**src/rtl/pipe_hazard_ctrl.sv**
```systemverilog
// pipe_hazard_ctrl
// Pipeline controller for a 5-stage RV32I core. It carries the decoded D-stage
// control fields through the E/M/W stage registers and derives from them:
// stall and flush, PC redirect, forwarding and bypass selects, ALU operand
// selects, data-memory byte enables and write-back controls.
//
// Ports
//   clk, rst                        clock (rising edge), synchronous active-low reset
//   D_op/D_f3/D_f7                  D-stage opcode[6:2], funct3, funct7[5]
//   D_rd/D_rs1/D_rs2                D-stage register indices
//   b                               E-stage branch condition
//   stall, flush, next_pc_sel       front-end hold / discard / PC source (1 = PC+4)
//   D_rs1_data_sel, D_rs2_data_sel  1 = D register read takes W write-back data
//   E_rs1_data_sel, E_rs2_data_sel  0 = D-latched, 1 = M ALU result, 2 = W data
//   E_alu_op1_sel, E_alu_op2_sel    1 = PC / immediate
//   E_jb_op1_sel                    1 = PC as jump/branch base
//   E_op_out, E_f3_out, E_f7_out    E-stage fields for the ALU
//   M_dm_w_en                       data-memory byte write enables
//   W_wb_en, W_rd_index, W_f3       register-file write controls
//   W_wb_data_sel                   1 = load data, 0 = ALU result
module pipe_hazard_ctrl #(
  parameter int REG_IDX_W = 5,
  parameter bit FWD_EN    = 1'b1,
  parameter bit WB_BYPASS = 1'b1,
  parameter int DM_LANES  = 4
) (
  input  logic                 clk,
  input  logic                 rst,
  input  logic [4:0]           D_op,
  input  logic [2:0]           D_f3,
  input  logic                 D_f7,
  input  logic [REG_IDX_W-1:0] D_rd,
  input  logic [REG_IDX_W-1:0] D_rs1,
  input  logic [REG_IDX_W-1:0] D_rs2,
  input  logic                 b,
  output logic                 stall,
  output logic                 flush,
  output logic                 next_pc_sel,
  output logic                 D_rs1_data_sel,
  output logic                 D_rs2_data_sel,
  output logic [1:0]           E_rs1_data_sel,
  output logic [1:0]           E_rs2_data_sel,
  output logic                 E_alu_op1_sel,
  output logic                 E_alu_op2_sel,
  output logic                 E_jb_op1_sel,
  output logic [4:0]           E_op_out,
  output logic [2:0]           E_f3_out,
  output logic                 E_f7_out,
  output logic [DM_LANES-1:0]  M_dm_w_en,
  output logic                 W_wb_en,
  output logic [REG_IDX_W-1:0] W_rd_index,
  output logic [2:0]           W_f3,
  output logic                 W_wb_data_sel
);

  localparam logic [4:0] OP_R      = 5'b01100;
  localparam logic [4:0] OP_IMM    = 5'b00100;
  localparam logic [4:0] OP_LOAD   = 5'b00000;
  localparam logic [4:0] OP_JALR   = 5'b11001;
  localparam logic [4:0] OP_STORE  = 5'b01000;
  localparam logic [4:0] OP_BRANCH = 5'b11000;
  localparam logic [4:0] OP_LUI    = 5'b01101;
  localparam logic [4:0] OP_AUIPC  = 5'b00101;
  localparam logic [4:0] OP_JAL    = 5'b11011;

  function automatic logic f_known(input logic [4:0] op);
    case (op)
      OP_R, OP_IMM, OP_LOAD, OP_JALR, OP_STORE,
      OP_BRANCH, OP_LUI, OP_AUIPC, OP_JAL: f_known = 1'b1;
      default:                             f_known = 1'b0;
    endcase
  endfunction

  // Unknown opcodes never reach E, so they are not treated as source readers.
  function automatic logic f_uses_rs1(input logic [4:0] op);
    f_uses_rs1 = f_known(op) && (op != OP_LUI) && (op != OP_AUIPC) && (op != OP_JAL);
  endfunction

  function automatic logic f_uses_rs2(input logic [4:0] op);
    f_uses_rs2 = (op == OP_R) || (op == OP_STORE) || (op == OP_BRANCH);
  endfunction

  function automatic logic f_wr_class(input logic [4:0] op);
    f_wr_class = f_known(op) && (op != OP_STORE) && (op != OP_BRANCH);
  endfunction

  // M wins over W; a load in M has no result yet, so it falls through to W.
  function automatic logic [1:0] f_fwd(input logic [REG_IDX_W-1:0] s,
                                       input logic m_wr, input logic [REG_IDX_W-1:0] m_rd,
                                       input logic m_is_load,
                                       input logic w_wr, input logic [REG_IDX_W-1:0] w_rd);
    if (s == '0)                                  f_fwd = 2'd0;
    else if (m_wr && (m_rd == s) && !m_is_load)   f_fwd = 2'd1;
    else if (w_wr && (w_rd == s))                 f_fwd = 2'd2;
    else                                          f_fwd = 2'd0;
  endfunction

  logic                 r_e_valid, r_m_valid, r_w_valid;
  logic [4:0]           r_e_op, r_m_op, r_w_op;
  logic [2:0]           r_e_f3, r_m_f3, r_w_f3;
  logic                 r_e_f7;
  logic [REG_IDX_W-1:0] r_e_rd, r_m_rd, r_w_rd;
  logic [REG_IDX_W-1:0] r_e_rs1, r_e_rs2;

  logic w_d_use1, w_d_use2;
  logic w_e_wr, w_m_wr, w_w_wr;
  logic w_e_hit, w_m_hit, w_w_hit;
  logic w_hazard, w_redirect, w_e_load;

  assign w_d_use1 = f_uses_rs1(D_op);
  assign w_d_use2 = f_uses_rs2(D_op);

  assign w_e_wr = r_e_valid && f_wr_class(r_e_op) && (r_e_rd != '0);
  assign w_m_wr = r_m_valid && f_wr_class(r_m_op) && (r_m_rd != '0);
  assign w_w_wr = r_w_valid && f_wr_class(r_w_op) && (r_w_rd != '0);

  assign w_e_hit = w_e_wr && ((w_d_use1 && (D_rs1 == r_e_rd)) || (w_d_use2 && (D_rs2 == r_e_rd)));
  assign w_m_hit = w_m_wr && ((w_d_use1 && (D_rs1 == r_m_rd)) || (w_d_use2 && (D_rs2 == r_m_rd)));
  assign w_w_hit = w_w_wr && ((w_d_use1 && (D_rs1 == r_w_rd)) || (w_d_use2 && (D_rs2 == r_w_rd)));

  assign w_hazard = (w_e_hit && (r_e_op == OP_LOAD))
                  || (!FWD_EN && (w_e_hit || w_m_hit))
                  || (!FWD_EN && !WB_BYPASS && w_w_hit);

  assign w_redirect = r_e_valid && ((r_e_op == OP_JAL) || (r_e_op == OP_JALR)
                                    || ((r_e_op == OP_BRANCH) && b));

  // A redirect discards the D instruction, so it masks any stall it would cause.
  assign flush       = w_redirect;
  assign next_pc_sel = !w_redirect;
  assign stall       = w_hazard && !w_redirect;
  assign w_e_load    = !w_redirect && !w_hazard && f_known(D_op);

  always_ff @(posedge clk) begin
    if (!rst) begin
      r_e_valid <= 1'b0; r_e_op <= '0; r_e_f3 <= '0; r_e_f7 <= 1'b0;
      r_e_rd <= '0; r_e_rs1 <= '0; r_e_rs2 <= '0;
      r_m_valid <= 1'b0; r_m_op <= '0; r_m_f3 <= '0; r_m_rd <= '0;
      r_w_valid <= 1'b0; r_w_op <= '0; r_w_f3 <= '0; r_w_rd <= '0;
    end else begin
      if (w_e_load) begin
        r_e_valid <= 1'b1; r_e_op <= D_op; r_e_f3 <= D_f3; r_e_f7 <= D_f7;
        r_e_rd <= D_rd; r_e_rs1 <= D_rs1; r_e_rs2 <= D_rs2;
      end else begin
        r_e_valid <= 1'b0; r_e_op <= '0; r_e_f3 <= '0; r_e_f7 <= 1'b0;
        r_e_rd <= '0; r_e_rs1 <= '0; r_e_rs2 <= '0;
      end
      r_m_valid <= r_e_valid; r_m_op <= r_e_op; r_m_f3 <= r_e_f3; r_m_rd <= r_e_rd;
      r_w_valid <= r_m_valid; r_w_op <= r_m_op; r_w_f3 <= r_m_f3; r_w_rd <= r_m_rd;
    end
  end

  assign E_rs1_data_sel = FWD_EN ? f_fwd(r_e_rs1, w_m_wr, r_m_rd, (r_m_op == OP_LOAD), w_w_wr, r_w_rd) : 2'd0;
  assign E_rs2_data_sel = FWD_EN ? f_fwd(r_e_rs2, w_m_wr, r_m_rd, (r_m_op == OP_LOAD), w_w_wr, r_w_rd) : 2'd0;

  assign D_rs1_data_sel = WB_BYPASS && w_w_wr && (r_w_rd == D_rs1) && (D_rs1 != '0);
  assign D_rs2_data_sel = WB_BYPASS && w_w_wr && (r_w_rd == D_rs2) && (D_rs2 != '0);

  assign E_alu_op1_sel = r_e_valid && ((r_e_op == OP_AUIPC) || (r_e_op == OP_JAL) || (r_e_op == OP_JALR));
  assign E_alu_op2_sel = r_e_valid && ((r_e_op == OP_IMM) || (r_e_op == OP_LOAD) || (r_e_op == OP_STORE)
                                       || (r_e_op == OP_LUI) || (r_e_op == OP_AUIPC));
  assign E_jb_op1_sel  = r_e_valid && ((r_e_op == OP_JAL) || (r_e_op == OP_BRANCH));
  assign E_op_out      = r_e_op;
  assign E_f3_out      = r_e_f3;
  assign E_f7_out      = r_e_f7;

  always_comb begin
    M_dm_w_en = '0;
    if (r_m_valid && (r_m_op == OP_STORE)) begin
      case (r_m_f3)
        3'b000:  M_dm_w_en[0]   = 1'b1;
        3'b001:  M_dm_w_en[1:0] = 2'b11;
        3'b010:  M_dm_w_en[3:0] = 4'b1111;
        default: M_dm_w_en      = '0;
      endcase
    end
  end

  assign W_wb_en       = w_w_wr;
  assign W_wb_data_sel = r_w_valid && (r_w_op == OP_LOAD);
  assign W_rd_index    = r_w_rd;
  assign W_f3          = r_w_f3;

endmodule

```
**config.mk**
```make
export PLATFORM = sky130hd
export DESIGN_NAME = pipe_hazard_ctrl
export DESIGN_NICKNAME = d
export VERILOG_FILES = /design/src/rtl/pipe_hazard_ctrl.sv
export SDC_FILE = /design/constraint.sdc
export NUM_CORES = 1
export LEC_CHECK = 0
export ABC_CLOCK_PERIOD_IN_PS = 5400
export CORE_ASPECT_RATIO = 0.9
export CORE_MARGIN = 1
export CORE_UTILIZATION = 52
export CTS_CLUSTER_SIZE = 28
export DETAILED_ROUTE_END_ITERATION = 6
export PLACE_DENSITY = 0.94
export SLEW_MARGIN = 20
export SYNTH_ARGS = -nofsm -noshare
export SYNTH_HDL_FRONTEND = slang
export SYNTH_SLANG_ARGS = --single-unit
```
**constraint.sdc**
```tcl
create_clock -name clk -period 5.4 [get_ports clk]
set_clock_uncertainty 0.15 [all_clocks]
set_input_delay 1.08 -clock clk [delete_from_list [all_inputs] [get_ports clk]]
set_output_delay 1.08 -clock clk [all_outputs]
set_load 0.03 [all_outputs]
```
==> out/qor.json, run 1 <==
{
  "die": {
    "ios": 62,
    "fp.coreArea_um2": 4212,
    "die_area_um2": 4822,
    "starting_density": 0.5615,
    "fp.dieW_um": 73.09,
    "fp.dieH_um": 65.98,
    "num_rows": 22
  },
  "sta": {
    "timing.final.crit_share": 0.7927,
    "max-slew-margin-rel": 0.4815,
    "report.final.setup_viol": 0,
    "slew_viol_final": 0,
    "setup_repair_after_global_routing_missed_its_margin": "false",
    "finalCriticalPeriod_ps": 4281,
    "timing.fmax_mhz": 233.6,
    "final_hold_fails": 0,
    "worstMarginPinSlew_ps": 775.3,
    "final_critical_path_setup_slack_ps": 1119,
    "fin_hold_ws_ps": 334.4,
    "totalNegativeSetupSlack_ps": 0
  },
  "synth": {
    "asyncSetResetFlopFracSynth": 0,
    "synthFlopType": "sky130_fd_sc_hd__dfxtp_1",
    "synth_top_area_share": 0.4741,
    "synthesis.area_per_instance_um2": 8.857,
    "yosys.cell_types.count": 38,
    "yosys_register_bits": 56,
    "synth.largest_area_cell": "sky130_fd_sc_hd__dfxtp_1",
    "ys_seq_area_frac": 0.4741,
    "yosysWarningCount": 0,
    "main_combinational_cell_family_by_area_after_synthesis": "simple AND/OR/NAND/NOR gates",
    "ys_top_cells_by_area": "sky130_fd_sc_hd__dfxtp_1 (47%), sky130_fd_sc_hd__xnor2_1 (11%), sky130_fd_sc_hd__and2_1 (6.6%), sky130_fd_sc_hd__nor2_1 (5.6%), sky130_fd_sc_hd__nand2_1 (4.1%)",
    "post_synth_mux_area_share": 0,
    "syn-cell-area_um2": 2365,
    "synthXorXnorAreaFrac": 0.1407,
    "post_synth_edffs": 0,
    "synth_fa_ha_area_frac": 0,
    "synth_simple_gate_area_share": 0.2815,
    "synthCells": 267,
    "synth-compound-area-share": 0.06667,
    "synth_fp_nets": 294
  },
  "placed_design": {
    "final_wtd_congestion": 0.8835,
    "placed_cells": 378,
    "place_hpwl_um": 4291,
    "numPortBuffers": 61,
    "instance_area_at_placement_um2": 3012,
    "dp_worst_setup_slack_ps": 1125
  },
  "layout": {
    "layout.core_utilization": 0.7374,
    "layout_cells_sized_above_1": 0.05215,
    "fin_area_um2": 3105,
    "count_of_antenna_diodes_in_the_layout": 0,
    "area_growth_pct": 31.32,
    "final_cell_count_no_fill": 386,
    "post_layout_nets": 352
  },
  "global_routing": {
    "met1_usage": 0.3308,
    "grt_max_degree": 29,
    "grt_antenna_before_repair": 0,
    "grt_use_total": 0.2588,
    "met3_usage": 0.06555,
    "via_count_of_the_first_global_routing_pass": 1992,
    "met2_track_usage_gr": 0.4329,
    "global_route.peak_usage_layer": "met2",
    "grt_first_pass_wirelength_um": 9501,
    "grt-ovfl-total": 0
  },
  "clock_network": {
    "clock_root_cell": "sky130_fd_sc_hd__clkbuf_8",
    "cts_tree": "built",
    "cts.reportedPaths.clkPinSlew_ps": 100,
    "post_cts.repair.setup_buffers": 0,
    "cts_inserted_buffers": 5,
    "clock_path_buffers": 2,
    "cts.sink_count": 56,
    "cts_repair_resize_count": 0,
    "clock_insertion_delay_worst_skew_ps": 310,
    "hold_buffers": 0,
    "number_of_h_tree_levels": 2
  },
  "power": {
    "static_leakage_nw": 1.183,
    "power_density_nw_per_um2": 244.5,
    "total_power_mw": 0.7593,
    "ir_worst_vdd_mv": 0.1798
  },
  "setup_path": {
    "crit_path_max_incr_delay_ps": 670,
    "path_class": "input port to output port",
    "critical_path_buf_inv_count": 2,
    "worst_path_most_repeated_cell": "sky130_fd_sc_hd__clkdlybuf4s50_1",
    "required_ps": 4170,
    "critical_path.top_delay_family": "buffers and inverters",
    "cp.arrival_ps": 3050,
    "setup.worst_path.start_class": "input port",
    "cp_slowest_cell": "sky130_fd_sc_hd__clkdlybuf4s50_1",
    "critical_path_peak_fanout": 6,
    "critPathCaptureType": "output port",
    "list_of_cells_traversed_by_the_critical_path": "clkdlybuf4s50_1 > a211oi_1 > nand4_1 > nor4_1 > o211a_2 > clkdlybuf4s50_1"
  },
  "routing": {
    "drt_wl_total_um": 5656,
    "drt-vias-per-instance": 5.303,
    "ant_nets": 0,
    "drt_pass1_iterations": 5,
    "drc": 0,
    "wl_per_cell_um": 14.65,
    "drt-initial-drc-count": 138,
    "num_vias": 2047
  },
  "run": {
    "timing.max_cap.violations": 0
  },
  "outcome": {
    "status": "completed"
  },
  "worst_hold_path": {
    "min-delay-path-class": "register to register"
  }
}
==> worst reg2reg max path: cells and delay by family, from the launching register on <==
kind | cells | cell delay [ps]
compound gates | 2 | 490
buf+inv | 1 | 320
flops | 1 | 490
simple gates | 3 | 410
==> worst paths after layout <==
| path | end | startpoint | slack, ps | depth (start not counted) |
|---|---|---|---|---|
| worst max-delay path | stall | D_op[4] | 1120 | 6 |
| worst min-delay path | W_f3[2]$_SDFF_PN0_ | r_m_f3[2]$_SDFF_PN0_ | 330 | 1 |
| worst max register to register | r_e_rs1[3]$_SDFF_PP0_ | E_op_out[2]$_SDFF_PP0_ | 3480 | 6 |
| worst min register to register | W_f3[2]$_SDFF_PN0_ | r_m_f3[2]$_SDFF_PN0_ | 330 | 1 |
==> state kept, by name, summed over array words and instances, names as in the netlist, named ones only <==
register and count:
E_f3_out 3, E_f7_out 1, E_op_out 5, W_f3 3, W_rd_index 5, r_e_rd 5, r_e_rs1 5, r_e_rs2 5
r_e_valid 1, r_m_f3 3, r_m_op 5, r_m_rd 5, r_m_valid 1, r_w_op 5, r_w_valid 1
==> cell type report <==
cell class	instances	area, um^2
fillers	302	1106
well taps	60	75.07
multi-input cells	191	1160
repair buffers	63	625.6
flip-flops and latches	56	1121
clock buffers	5	68.82
clock inverters	3	25.02
inverters	8	30.03
==> report_power, final <==
| group | leakage (nW) | switching [mW] | total [mW] | internal [mW] |
|---|---|---|---|---|
| Combinational | 0.683 | 0.0421 | 0.0877 | 0.0456 |
| Clock | 0.0452 | 0.141 | 0.236 | 0.0948 |
| Sequential | 0.455 | 0.0120 | 0.436 | 0.424 |
| Total | 1.18 | 0.195 | 0.759 | 0.564 |
==> logic make-up after synthesis <==
kind of cell | after synthesis
simple gates | 129
buf+inv | 20
flops | 56
xor+xnor | 38
other cells | 1
compound gates | 23
==> layout by cell type (no fill, tap or decap), types with 2 or more instances in the layout <==
cell type	Yosys	final
sky130_fd_sc_hd__a21oi_1	11	11
sky130_fd_sc_hd__and2_1	25	25
sky130_fd_sc_hd__buf_4	1	2
sky130_fd_sc_hd__clkbuf_8	0	5
sky130_fd_sc_hd__clkdlybuf4s50_1	0	61
sky130_fd_sc_hd__dfxtp_1	56	56
sky130_fd_sc_hd__inv_1	8	8
sky130_fd_sc_hd__inv_6	0	2
sky130_fd_sc_hd__nand2_1	26	26
sky130_fd_sc_hd__nand2b_1	3	3
sky130_fd_sc_hd__nand3_1	4	4
sky130_fd_sc_hd__nand4_1	6	6
sky130_fd_sc_hd__nand4b_1	2	2
sky130_fd_sc_hd__nor2_1	35	35
sky130_fd_sc_hd__nor3_1	10	10
sky130_fd_sc_hd__nor4_1	8	8
sky130_fd_sc_hd__nor4_2	2	2
sky130_fd_sc_hd__o21ai_0	2	2
sky130_fd_sc_hd__xnor2_1	29	29
sky130_fd_sc_hd__xor2_1	9	9
==> routing by layer <==
| layer | vias up | share of wire |
|---|---|---|
| met5 | - | 0 |
| li1 | 995 | - |
| met1 | 960 | 0.44 |
| met3 | 9 | 0.065 |
| met2 | 83 | 0.49 |
| met4 | 0 | 0.011 |
==> Yosys cell counts, types with 2 or more instances <==
master,n
sky130_fd_sc_hd__nand2_1,26
sky130_fd_sc_hd__dfxtp_1,56
sky130_fd_sc_hd__xor2_1,9
sky130_fd_sc_hd__nand2b_1,3
sky130_fd_sc_hd__nand3_1,4
sky130_fd_sc_hd__buf_2,4
sky130_fd_sc_hd__nor3_1,10
sky130_fd_sc_hd__nand4b_1,2
sky130_fd_sc_hd__a21oi_1,11
sky130_fd_sc_hd__nor4_1,8
sky130_fd_sc_hd__nor2_1,35
sky130_fd_sc_hd__and2_1,25
sky130_fd_sc_hd__inv_1,8
sky130_fd_sc_hd__o21ai_0,2
sky130_fd_sc_hd__nand4_1,6
sky130_fd_sc_hd__nor4_2,2
sky130_fd_sc_hd__xnor2_1,29
sky130_fd_sc_hd__clkbuf_1,7
(Power assumes the default switching activity.)
==> run 2: changes to the inputs <==
- ABC_CLOCK_PERIOD_IN_PS: 5400 -> 4300
- CORE_UTILIZATION: 52 -> 48
- PLACE_DENSITY: 0.94 -> 0.88
- clock period: 5.4 -> 4.3 ns (I/O delays scaled with it)
==> run 2 against run 1 <==
Register-to-register slack got worse by 1100 ps. Routed wire length fell by 6.6%. Die area rose by 8.1%. First-iteration DRC count fell by 2.2%. Highest routed layer unchanged.
==> out/qor.json, run 2 (synthesis gave the netlist of run 1 again) <==
{
  "outcome": {
    "status": "completed"
  },
  "power": {
    "clock_power_share": {"value": 0.289, "change": "-0.021"},
    "net-switching-power": {"value": 0.2224, "unit": "mW", "change": "+14%"},
    "static_leakage": {"value": 1.184, "unit": "nW", "change": "about the same"},
    "power_density": {"value": 297.9, "unit": "nW/um^2", "change": "+22%"},
    "power.sequential.fraction": {"value": 0.593, "change": "+0.019"},
    "switching_share": {"value": 0.2408, "change": "-0.01606"},
    "pwr-share-comb": {"value": 0.118, "change": "+0.002"},
    "ir_worst_vdd": {"value": 0.2123, "unit": "mV", "change": "+18%"},
    "p_int": {"value": 0.7010, "unit": "mW", "change": "+24%"}
  },
  "layout": {
    "count_of_antenna_diodes_in_the_layout": {"value": 0, "change": "unchanged"},
    "layout.core_utilization": {"value": 0.6731, "change": "-0.06428"},
    "layout.area.seq": {"value": 1121, "unit": "um^2", "change": "unchanged"},
    "layout.cells.most_common_list": "sky130_fd_sc_hd__clkdlybuf4s50_1 (61), sky130_fd_sc_hd__dfxtp_1 (56), sky130_fd_sc_hd__nor2_1 (35)",
    "area_growth_pct": 31.06,
    "nFillCells": {"value": 378, "change": "+25%"},
    "multi_input_gate_area_in_the_final_layout": {"value": 1160, "unit": "um^2", "change": "unchanged"},
    "post_layout_nets": {"value": 353, "change": "+0.28%"},
    "final_common_cell": "sky130_fd_sc_hd__clkdlybuf4s50_1",
    "layout_cells_sized_above_1": {"value": 0.04908, "change": "-0.003067"}
  },
  "routing": {
    "drt_wl_total": {"value": 5280, "unit": "um", "change": "-6.6%"},
    "drt-initial-drc-count": {"value": 135, "change": "-2.2%"},
    "drc": {"value": 0, "change": "unchanged"},
    "num_vias": {"value": 2014, "change": "-1.6%"},
    "drt_pass1_iterations": {"value": 4, "change": "-1"},
    "wl_per_cell": {"value": 13.61, "unit": "um", "change": "-7.1%"},
    "drt-vias-per-instance": {"value": 5.191, "change": "-2.1%"},
    "ant_nets": {"value": 0, "change": "unchanged"}
  },
  "sta": {
    "report.final.setup_viol": {"value": 0, "change": "unchanged"},
    "max-slew-margin-rel": {"value": 0.6662, "change": "+0.1847"},
    "final_hold_fails": {"value": 0, "change": "unchanged"},
    "timing.fmax_mhz": 261.4,
    "setup_repair_after_global_routing_missed_its_margin": "false",
    "timing.final.crit_share": 0.8897,
    "slew_viol_final": {"value": 0, "change": "unchanged"},
    "worstMarginPinSlew": {"value": 499.8, "unit": "ps", "change": "-275.5 ps"},
    "totalNegativeSetupSlack": {"value": 0, "unit": "ps", "change": "unchanged"},
    "finalCriticalPeriod_ps": 3826
  },
  "global_routing": {
    "grt_first_pass_wirelength": {"value": 8887, "unit": "um", "change": "-6.5%"},
    "via_count_of_the_first_global_routing_pass": {"value": 1878, "change": "-5.7%"},
    "grt-ovfl-total": {"value": 0, "change": "unchanged"},
    "grt_use_total": {"value": 0.2186, "change": "-0.04027"},
    "grt_antenna_before_repair": {"value": 0, "change": "unchanged"},
    "grt_max_degree": {"value": 29, "change": "unchanged"}
  },
  "setup_path": {
    "setup.worst_path.start_class": "input port",
    "required": {"value": 3290, "unit": "ps", "change": "-880 ps"},
    "worst-r2r-cell-count": {"value": 6, "change": "unchanged"},
    "critPathCaptureType": "output port",
    "cp.arrival": {"value": 2820, "unit": "ps", "change": "-230 ps"},
    "critical_path_peak_fanout": {"value": 6, "change": "unchanged"},
    "flop2flop_setup_slack": {"value": 2380, "unit": "ps", "change": "-1100 ps"},
    "path_class": "input port to output port"
  },
  "die": {
    "fp.coreArea": {"value": 4604, "unit": "um^2", "change": "+9.3%"},
    "num_rows": {"value": 23, "change": "+4.5%"},
    "starting_density": {"value": 0.5136, "change": "-0.04791"},
    "fp.dieH": {"value": 68.59, "unit": "um", "change": "+4.0%"},
    "fp.dieW": {"value": 75.99, "unit": "um", "change": "+4.0%"},
    "die_area": {"value": 5211, "unit": "um^2", "change": "+8.1%"},
    "ios": {"value": 62, "change": "unchanged"}
  },
  "clock_network": {
    "clock_path_buffers": {"value": 2, "change": "unchanged"},
    "clock_root_cell": "sky130_fd_sc_hd__clkbuf_8",
    "post_cts.repair.setup_buffers": {"value": 0, "change": "unchanged"},
    "cts.reportedPaths.clkPinSlew": {"value": 90, "unit": "ps", "change": "about the same"},
    "clock_insertion_delay_worst_skew": {"value": 310, "unit": "ps", "change": "about the same"},
    "cts.sink_count": {"value": 56, "change": "unchanged"},
    "number_of_h_tree_levels": {"value": 2, "change": "unchanged"},
    "hold_buffers": {"value": 0, "change": "unchanged"},
    "cts_repair_resize_count": {"value": 0, "change": "unchanged"},
    "cts_inserted_buffers": {"value": 5, "change": "unchanged"},
    "cts_tree": "built"
  },
  "worst_hold_path": {
    "min-delay-path-class": "register to register",
    "min_path_cells": {"value": 1, "change": "unchanged"}
  },
  "placed_design": {
    "place_hpwl": {"value": 3866, "unit": "um", "change": "-9.9%"},
    "final_wtd_congestion": {"value": 0.8456, "change": "-4.3%"},
    "numPortBuffers": {"value": 61, "change": "unchanged"}
  },
  "run": {
    "timing.max_cap.violations": {"value": 0, "change": "unchanged"}
  }
}
[run 2: changes by cell type in the layout (fill, tap and decap cells not counted), sizes merged]
cell	change
clkinvlp	-1
clkbuf	+1
buf	+1
inv	-2
clkinv	+1
[run 2: layout make-up]
| type | count | area share |
|---|---|---|
| well taps | 62 | 0.02503 |
| clock inverters | 1 | 0.001615 |
| clock buffers | 6 | 0.02342 |
| repair buffers | 64 | 0.2043 |
| inverters | 8 | 0.009689 |
| multi-input cells | 191 | 0.3742 |
| flip-flops and latches | 56 | 0.3617 |
[run 2: power by group through the flow]
stage               registers (mW)  clock network (mW)  logic (mW)
floorplan                    0.562                   0      0.0528
global placement             0.559                   0       0.106
detailed placement           0.559                   0       0.108
CTS                          0.547               0.273       0.109
global route                 0.549               0.293       0.120
finish                       0.547               0.267       0.109
[run 2: per-layer routing]
| layer | wire length, um | part of all wire | GRT usage | vias to the layer above |
|---|---|---|---|---|
| met2 | 2536 | 0.48 | 0.3784 | 81 |
| met3 | 392 | 0.074 | 0.04605 | 7 |
| met4 | 70 | 0.013 | 0.07212 | 0 |
| met1 | 2281 | 0.43 | 0.2784 | 930 |
| li1 | - | - | - | 996 |
| met5 | 0 | 0 | 0 | - |
[run 2: per-stage QoR]
| step | hold slack, ps | power [mW] | cell area (um^2) | std cells | setup slack (ps) |
|---|---|---|---|---|---|
| floorplan | 285.9 | 0.6143 | 2365 | 267 | 1048 |
| global placement | 295.4 | 0.6644 | 3022 | 381 | 523.2 |
| detailed placement | 302.9 | 0.6673 | 3022 | 381 | 472.8 |
| CTS | 326.5 | 0.9290 | 3099 | 388 | 466.7 |
| global route | 332.9 | 0.9632 | 3099 | 388 | 354.6 |
| finish | 318.7 | 0.9234 | 3099 | 388 | 474.4 |
[run 2: worst paths after layout]
path | startpoint | endpoint
setup / recovery | D_op[4] | stall
hold / removal | E_f3_out[1]$_SDFF_PP0_ | r_m_f3[1]$_SDFF_PN0_
setup reg to reg | E_op_out[2]$_SDFF_PP0_ | r_e_rs1[4]$_SDFF_PP0_
hold reg to reg | E_f3_out[1]$_SDFF_PP0_ | r_m_f3[1]$_SDFF_PN0_
[run 2: critical path, stage by stage]
cell and delay, ps:
sky130_fd_sc_hd__clkdlybuf4s50_1 500, sky130_fd_sc_hd__a211oi_1 240, sky130_fd_sc_hd__nand4_1 120, sky130_fd_sc_hd__nor4_1 200, sky130_fd_sc_hd__o211a_2 230, sky130_fd_sc_hd__clkdlybuf4s50_1 670
==> run 3: changes to the inputs <==
- ABC_CLOCK_PERIOD_IN_PS: 4300 -> 3800
- CORE_ASPECT_RATIO: 0.9 -> unset
- CORE_UTILIZATION: 48 -> 40
- PLACE_DENSITY: 0.88 -> 0.77
- clock period: 4.3 -> 3.8 ns (I/O delays scaled with it)
==> run 3 against run 2 <==
Count of clock-buffer cells in the layout fell by 1. Register-to-register slack got worse by 480 ps. Sequential cell count did not move. First-iteration DRC count fell by 24%. Core utilization fell by 12 points. Sequential power rose by 13%. Clock power rose by 22%. Combinational power rose by 12%. Sequential share of layout area fell by 0.30 points. Routed wire length fell by 6.1%. Largest cell class unchanged.
==> out/qor.json, run 3 (synthesis gave the netlist of run 1 again) <==
{
  "outcome": {
    "status": "completed"
  },
  "die": {
    "die_area": {"value": 6224, "unit": "um^2", "change": "+19%"},
    "fp.coreArea": {"value": 5608, "unit": "um^2", "change": "+22%"},
    "starting_density": {"value": 0.4217, "change": "-0.09190"},
    "fp.dieH": {"value": 78.89, "unit": "um", "change": "+15%"},
    "ios": {"value": 62, "change": "unchanged"},
    "fp.dieW": {"value": 78.89, "unit": "um", "change": "+3.8%"},
    "num_rows": {"value": 27, "change": "+17%"}
  },
  "global_routing": {
    "grt_antenna_before_repair": {"value": 0, "change": "unchanged"},
    "grt_use_total": {"value": 0.1680, "change": "-0.05060"},
    "via_count_of_the_first_global_routing_pass": {"value": 1766, "change": "-6.0%"},
    "met2_track_usage_gr": {"value": 0.2843, "change": "-0.09406"},
    "met3_usage": {"value": 0.03563, "change": "-0.01042"},
    "grt_first_pass_wirelength": {"value": 8259, "unit": "um", "change": "-7.1%"},
    "global_route.peak_usage_layer": "met2",
    "grt-ovfl-total": {"value": 0, "change": "unchanged"},
    "met1_usage": {"value": 0.2153, "change": "-0.06306"},
    "grt_max_degree": {"value": 28, "change": "-3.4%"}
  },
  "power": {
    "power_density": {"value": 341.0, "unit": "nW/um^2", "change": "+14%"},
    "total_power": {"value": 1.066, "unit": "mW", "change": "+15%"},
    "static_leakage": {"value": 1.190, "unit": "nW", "change": "+0.52%"},
    "ir_worst_vdd": {"value": 0.2501, "unit": "mV", "change": "+18%"}
  },
  "sta": {
    "final_hold_fails": {"value": 0, "change": "unchanged"},
    "finalCriticalPeriod_ps": 3496,
    "timing.final.crit_share": 0.9200,
    "slew_viol_final": {"value": 0, "change": "unchanged"},
    "timing.fmax_mhz": 286.0,
    "setup_repair_after_global_routing_missed_its_margin": "false",
    "report.final.setup_viol": {"value": 0, "change": "unchanged"},
    "totalNegativeSetupSlack": {"value": 0, "unit": "ps", "change": "unchanged"}
  },
  "clock_network": {
    "cts.reportedPaths.clkPinSlew": {"value": 100, "unit": "ps", "change": "about the same"},
    "cts_inserted_buffers": {"value": 5, "change": "unchanged"},
    "cts_repair_resize_count": {"value": 0, "change": "unchanged"},
    "post_cts.repair.setup_buffers": {"value": 0, "change": "unchanged"},
    "cts_tree": "built",
    "clock_path_buffers": {"value": 2, "change": "unchanged"},
    "cts.sink_count": {"value": 56, "change": "unchanged"},
    "hold_buffers": {"value": 0, "change": "unchanged"},
    "clock_root_cell": "sky130_fd_sc_hd__clkbuf_8",
    "number_of_h_tree_levels": {"value": 2, "change": "unchanged"},
    "clock_insertion_delay_worst_skew": {"value": 300, "unit": "ps", "change": "about the same"}
  },
  "layout": {
    "final_common_cell": "sky130_fd_sc_hd__clkdlybuf4s50_1",
    "count_of_antenna_diodes_in_the_layout": {"value": 0, "change": "unchanged"},
    "layout_cells_sized_above_1": {"value": 0.05810, "change": "+0.009024"},
    "final_cell_count_no_fill": {"value": 399, "change": "+2.8%"},
    "post_layout_nets": {"value": 353, "change": "unchanged"},
    "layout.cells.most_common_list": "sky130_fd_sc_hd__clkdlybuf4s50_1 (60), sky130_fd_sc_hd__dfxtp_1 (56), sky130_fd_sc_hd__nor2_1 (35)",
    "area_growth_pct": 32.17
  },
  "routing": {
    "wl_per_cell": {"value": 12.42, "unit": "um", "change": "-8.7%"},
    "num_vias": {"value": 1896, "change": "-5.9%"},
    "drt-vias-per-instance": {"value": 4.752, "change": "-8.5%"},
    "drt_wl_total": {"value": 4956, "unit": "um", "change": "-6.1%"},
    "drt-initial-drc-count": {"value": 102, "change": "-24%"},
    "drc": {"value": 0, "change": "unchanged"},
    "drt_pass1_iterations": {"value": 4, "change": "unchanged"},
    "ant_nets": {"value": 0, "change": "unchanged"}
  },
  "run": {
    "timing.max_cap.violations": {"value": 0, "change": "unchanged"}
  },
  "placed_design": {
    "placed_cells": {"value": 391, "change": "+2.6%"},
    "final_wtd_congestion": {"value": 0.8351, "change": "-1.2%"},
    "place_hpwl": {"value": 3837, "unit": "um", "change": "-0.73%"},
    "numPortBuffers": {"value": 61, "change": "unchanged"}
  },
  "setup_path": {
    "setup.worst_path.start_class": "register",
    "cp.arrival": {"value": 2590, "unit": "ps", "change": "-230 ps"},
    "path_class": "register to output port",
    "critical_path_peak_fanout": {"value": 4, "change": "-2"},
    "critPathCaptureType": "output port",
    "required": {"value": 2890, "unit": "ps", "change": "-400 ps"}
  },
  "worst_hold_path": {
    "min-delay-path-class": "register to register"
  }
}
-- run 3: cell types whose count changed in the layout (fill, tap and decap cells not counted), sizes merged --
cell / change
buf: +1
clkbuf: -1
inv: +2
clkinvlp: +1
clkdlybuf4s50: -1
clkinv: -1
-- run 3: layer usage --
metal  vias up  share of wire
met5         -              0
met4         0         0.0081
met3         5          0.051
met2        57           0.48
met1       837           0.46
li1        997              -
-- run 3: final timing paths --
check | startpoint | endpoint | slack [ps] | cells after the start
setup / recovery | r_m_rd[1]$_SDFF_PN0_ | E_rs2_data_sel[1] | 300 | 5
hold / removal | E_f3_out[1]$_SDFF_PP0_ | r_m_f3[1]$_SDFF_PN0_ | 320 | 1
setup reg to reg | E_op_out[2]$_SDFF_PP0_ | r_e_rs1[0]$_SDFF_PP0_ | 1900 | 6
hold reg to reg | E_f3_out[1]$_SDFF_PP0_ | r_m_f3[1]$_SDFF_PN0_ | 320 | 1
-- run 3: area by class of cell --
cell class	count	area [um^2]
fill	550	2482
timing repair buffer	64	630.6
tap	72	90.09
inverter	8	30.03
multi-input combinational	191	1160
clock inverter	3	25.02
sequential	56	1121
clock buffer	5	68.82
-- run 3: critical path, stage by stage (launching register included) --
cell                              delay (ps)
sky130_fd_sc_hd__dfxtp_1                 370
sky130_fd_sc_hd__or4_4                   540
sky130_fd_sc_hd__o2111ai_2               240
sky130_fd_sc_hd__nor4_2                  100
sky130_fd_sc_hd__nor4_1                  310
sky130_fd_sc_hd__clkdlybuf4s50_1         720
-- run 3: power breakdown --
| group | internal [mW] | switching (mW) | leakage, nW |
|---|---|---|---|
| clock | 0.135 | 0.191 | 0.0452 |
| combinational | 0.0654 | 0.0564 | 0.690 |
| sequential | 0.602 | 0.0167 | 0.455 |
| total | 0.802 | 0.264 | 1.19 |
-- run 3: through the flow --
step | setup slack (ps) | util | hold slack, ps | instance area, um^2
floorplan | 647.9 | - | 285.9 | 2365
global placement | 409.2 | 0.5406 | 296.1 | 3032
detailed placement | 380.0 | 0.5406 | 303.1 | 3032
CTS | 249.6 | 0.5573 | 327.6 | 3126
global route | 208.2 | 0.5573 | 337.3 | 3126
finish | 304.0 | 0.5573 | 323.3 | 3126
